==> src/rtl/fetch_pkg.sv <==
// Shared definitions for the instruction fetch stage: opcodes, instruction
// field positions, the fetch FSM state type and small field-extract helpers.
package fetch_pkg;

    localparam logic [1:0] OP_ADD = 2'b00;
    localparam logic [1:0] OP_LW  = 2'b01;
    localparam logic [1:0] OP_SW  = 2'b10;
    localparam logic [1:0] OP_J   = 2'b11;

    localparam int OP_MSB  = 7;
    localparam int OP_LSB  = 6;
    localparam int RS_MSB  = 5;
    localparam int RS_LSB  = 4;
    localparam int RT_MSB  = 3;
    localparam int RT_LSB  = 2;
    localparam int RD_MSB  = 1;
    localparam int RD_LSB  = 0;
    localparam int TGT_MSB = 5;
    localparam int TGT_LSB = 0;

    typedef enum logic [1:0] {
        BOOT = 2'd0,
        RUN  = 2'd1,
        HALT = 2'd2
    } fetch_state_t;

    function automatic logic [1:0] opcode(input logic [7:0] instr);
        return instr[OP_MSB:OP_LSB];
    endfunction

    function automatic logic [5:0] jump_field(input logic [7:0] instr);
        return instr[TGT_MSB:TGT_LSB];
    endfunction

endpackage

==> src/rtl/next_pc_logic.sv <==
// Combinational next-PC selection: sequential increment or in-page jump,
// wrapped to address 0 when it falls outside the populated memory.
module next_pc_logic
    import fetch_pkg::*;
#(
    parameter int MEM_DEPTH = 6
) (
    input  logic [7:0] pc,
    input  logic [7:0] instr,
    output logic [7:0] next_pc
);

    localparam logic [8:0] DEPTH = 9'(MEM_DEPTH);

    logic [7:0] pc_plus1;
    logic [7:0] raw_next;

    // NOTE: every variable assigned here gets a value on every path, so no latch is inferred.
    always_comb begin
        pc_plus1 = pc + 8'd1;
        raw_next = pc_plus1;
        if (opcode(instr) == OP_J) begin
            // Jumps keep the page bits of the incremented PC.
            raw_next = {pc_plus1[7:6], jump_field(instr)};
        end
        next_pc = ({1'b0, raw_next} >= DEPTH) ? 8'h00 : raw_next;
    end

endmodule

==> src/rtl/instruction_fetch.sv <==
// Instruction fetch stage: BOOT/RUN/HALT sequencer, PC and fetch registers.
// Optional self-jump halt detection is enabled by INSTRUCTION_FETCH_HALT_EN.
module instruction_fetch
    import fetch_pkg::*;
#(
    parameter logic [7:0] PC_RESET  = 8'h00,
    parameter int         MEM_DEPTH = 6
) (
    input  logic       clk,
    input  logic       reset,
    input  logic       stall,
    input  logic [7:0] instr_in,
    output logic [7:0] read_address,
    output logic [7:0] ir,
    output logic       ir_valid,
    output logic [7:0] pc_out,
    output logic       halted
);

    fetch_state_t state, state_nxt;
    logic [7:0]   pc;
    logic [7:0]   next_pc;
    logic         capture;
    logic         halt_pending;

    next_pc_logic #(.MEM_DEPTH(MEM_DEPTH)) u_next_pc (
        .pc      (pc),
        .instr   (instr_in),
        .next_pc (next_pc)
    );

`ifdef INSTRUCTION_FETCH_HALT_EN
    logic self_jump;

    // Target equals PC only when the increment does not carry out of the page.
    assign self_jump = (opcode(instr_in) == OP_J) &&
                       (jump_field(instr_in) == pc[5:0]) &&
                       (pc[5:0] != 6'h3F);

    always_ff @(posedge clk or posedge reset) begin
        if (reset) halt_pending <= 1'b0;
        else       halt_pending <= capture && self_jump;
    end
`else
    assign halt_pending = 1'b0;
`endif

    assign capture      = (state == RUN) && !stall && !halt_pending;
    assign read_address = pc;

    // NOTE: sequential state uses non-blocking assignments so all flops update together.
    always_ff @(posedge clk or posedge reset) begin
        if (reset) state <= BOOT;
        else       state <= state_nxt;
    end

    always_comb begin
        state_nxt = state;
        case (state)
            BOOT:    state_nxt = RUN;
            RUN:     if (halt_pending) state_nxt = HALT;
            default: state_nxt = state;
        endcase
    end

    always_comb begin
`ifdef INSTRUCTION_FETCH_HALT_EN
        halted = (state == HALT);
`else
        halted = 1'b0;
`endif
    end

    always_ff @(posedge clk or posedge reset) begin
        if (reset) begin
            pc       <= PC_RESET;
            ir       <= 8'h00;
            pc_out   <= 8'h00;
            ir_valid <= 1'b0;
        end else if (capture) begin
            ir       <= instr_in;
            pc_out   <= pc;
            ir_valid <= 1'b1;
            pc       <= next_pc;
        end else if (halt_pending) begin
            ir_valid <= 1'b0;
        end
    end

endmodule

==> config.mk <==
export PLATFORM = sky130hd
export DESIGN_NAME = instruction_fetch
export DESIGN_NICKNAME = d
export VERILOG_FILES = /design/src/rtl/fetch_pkg.sv /design/src/rtl/next_pc_logic.sv /design/src/rtl/instruction_fetch.sv
export SDC_FILE = /design/constraint.sdc
export NUM_CORES = 1
export LEC_CHECK = 0
export ABC_AREA = 1
export ABC_CLOCK_PERIOD_IN_PS = 2950
export CORE_AREA = 3 3 54 56
export DETAILED_ROUTE_END_ITERATION = 10
export DIE_AREA = 0 0 57 59
export PLACE_DENSITY_LB_ADDON = 0.1
export SYNTH_ARGS = -nofsm -noshare
export SYNTH_HDL_FRONTEND = slang
export SYNTH_SLANG_ARGS = --single-unit
==> constraint.sdc <==
create_clock -name clk -period 2.95 [get_ports clk]
set_input_delay 0.295 -clock clk [delete_from_list [all_inputs] [get_ports clk]]
set_output_delay 0.295 -clock clk [all_outputs]
set_load 0.01 [all_outputs]
==> run summary <==
CTS sink cnt -> 26
Buffers on Ports -> 35
Clock transition at path regs -> 0.14 ns
Final GP Congestion -> 0.8235
post-CTS setup buffer count -> 0
first-pass GRT wire length -> 4195 um
post-synth top area cell -> dfrtp_1
wire per inst -> 11.82 um
Worst Tran Pin Value -> 0.9384 ns
die area -> 0.003363 sq mm
CTS tree -> yes
relative slew slack -> 37.37%
CP required -> 2.65 ns
Clock Tree Buf Depth -> 2
HP Class -> input port to async pin
Root Driver -> clkbuf_4
worst-path fanout max -> 6
critical-path cell list -> clkdlybuf4s50_1
FMAX -> 593.6 MHz
Final Critical Period -> 1.685 ns
Vias/cell -> 4.873
core area -> 0.002477 sq mm
pwr dens -> 497.8 mW/mm^2
area grow syn2layout -> 34.27%
PostCTS Resize Cnt -> 0
drt total wl -> 2423 um
Worst Setup End Kind -> output pin
Hold Violations, Final -> 0
Slowest-stage cell, CP -> clkdlybuf4s50_1
IO Count -> 37
Worst path top cell family by delay -> buffers and inverters
die height -> 59 um
fin nets -> 189
unrepaired setup endpoints after global routing -> false
Max Slew Vio Count -> 0
Synth cell types -> 17
outcome -> finished clean
initial core utilization -> 46.57%
Yosys Warn Count -> 0
final clock skew -> 0.01220 ns
startpoint types -> flop
Worst VDD drop -> 0.0003442 V
setup tns final -> 0 ns
post-route ant nets -> 0
top-area cell type share of the netlist area -> 56.40%
TritonRoute pass-1 iters -> 4
routed via count -> 999
final setup vio count -> 0
cell area after synthesis -> 0.001154 sq mm
diode count -> 0
Seq/Total Area, Yosys -> 56.40%
FP Rows -> 18
Clock Latency Late Sink -> 0.32 ns
initial antenna violation count -> 0
H-tree levels -> 1
# hold bufs at CTS -> 0
syn nets -> 153
Critical Path AT -> 1.39 ns
total congestion overflow -> 0
FF+latch count, synth -> 26
max_cap viols -> 0
layout cells sized above 1 -> 5.143%
DP HPWL -> 1797 um
Avg Cell Area, Syn -> 8.182 sq um
maximum number of pins on one net before global-route repair -> 33
commonest non-fill, non-tap cells in the layout -> 48 x nand2_1, 35 x clkdlybuf4s50_1, 26 x dfrtp_1
# DRC -> 0
Buf/Inv on CP -> 1
critical setup path kind -> flop to output pin
Worst path max stage delay -> 0.59 ns
commonest non-fill, non-tap cell in the layout -> nand2_1
largest cells by area after synthesis -> dfrtp_1 56%, nand2_1 16%, o21ai_0 6.1%
Syn Inst Count -> 141
DRT iter0 DRCs -> 13
Tot Pwr -> 0.0007711 W
Leak -> 0.7461 nW
final period utilization -> 57.11%
CTS Buf Count -> 3
Die X -> 57 um
number of global-route vias before repair -> 978
GRT Total Usage -> 16.16%
## logic make-up after synthesis
family | Yosys count | share of synthesized area (%)
AO/OA/AOI/OAI | 17 | 7.809
AND/OR/NAND/NOR | 73 | 26.57
buffers and inverters | 22 | 7.483
flip-flops | 26 | 56.40
other | 2 | 0.6510
adder cells (fa/ha/maj) | 1 | 1.084
## state kept, by name, summed over array words and instances, names as in the netlist
register	count
ir_valid	1
ir	8
read_address	8
pc_out	8
state	1
## cells in the mapped netlist
library cell / instances
ha_1: 1
nand3_2: 1
o21bai_1: 1
nor2_2: 3
dfrtp_1: 26
or2_2: 1
nand3_1: 11
buf_4: 1
inv_1: 17
nand2_1: 48
nand4_1: 1
a211oi_1: 1
a21oi_1: 1
clkbuf_1: 4
nor2_1: 8
conb_1: 2
o21ai_0: 14
## final timing paths
path / startpoint / to / slack (ns) / cells past startpoint
worst max-delay path: read_address[0]$_DFFE_PP0P_ / read_address[0] / 1.27 / 1
worst min-delay path: reset / ir[6]$_DFFE_PP0P_ / 0.47 / 2
worst max register to register: read_address[0]$_DFFE_PP0P_ / read_address[2]$_DFFE_PP0P_ / 1.37 / 9
worst min register to register: ir_valid$_DFFE_PP0P_ / ir_valid$_DFFE_PP0P_ / 0.49 / 1
max in group asynchronous: reset / pc_out[7]$_DFFE_PP0P_ / 1.90 / 2
min in group clk: ir_valid$_DFFE_PP0P_ / ir_valid$_DFFE_PP0P_ / 0.49 / 1
## report_power, final
part	internal, W	switching [W]
Sequential	0.000392	0.0000350
Combinational	0.000103	0.0000929
Clock	0.0000478	0.000100
Total	0.000543	0.000228
## per-layer routing
| layer | global-route usage, % | vias to the layer above | part of all wire [%] |
|---|---|---|---|
| li1 | - | 502 | - |
| met1 | 19.86 | 468 | 43 |
| met2 | 28.71 | 24 | 51 |
| met3 | 1.961 | 5 | 3.9 |
| met4 | 6.954 | 0 | 1.5 |
| met5 | 0 | - | 0 |
## layout make-up
type	count	area [sq um]
Fill cell	234	928.4
Sequential cell	26	650.6
Multi-Input combinational cell	93	416.7
Timing Repair Buffer	36	357.8
Inverter	17	63.81
Tap cell	30	37.54
Clock buffer	3	22.52
## stage by stage
| step | hold WS [ns] | setup slack, ns | cells | cell area (sq um) | utilization, % |
|---|---|---|---|---|---|
| 3_5_place_dp | 0.4661 | 1.148 | 202 | 1526 | 61.62 |
| 4_1_cts | 0.4976 | 1.269 | 205 | 1549 | 62.53 |
| 5_1_grt | 0.5281 | 1.218 | 205 | 1549 | 62.53 |
| 3_3_place_gp | 0.4530 | 1.200 | 202 | 1526 | 61.62 |
| 6_report | 0.4655 | 1.265 | 205 | 1549 | 62.53 |
| 2_1_floorplan | 0.3350 | 1.598 | 141 | 1154 | - |
Note: power is estimated with default switching activity, not from simulation.
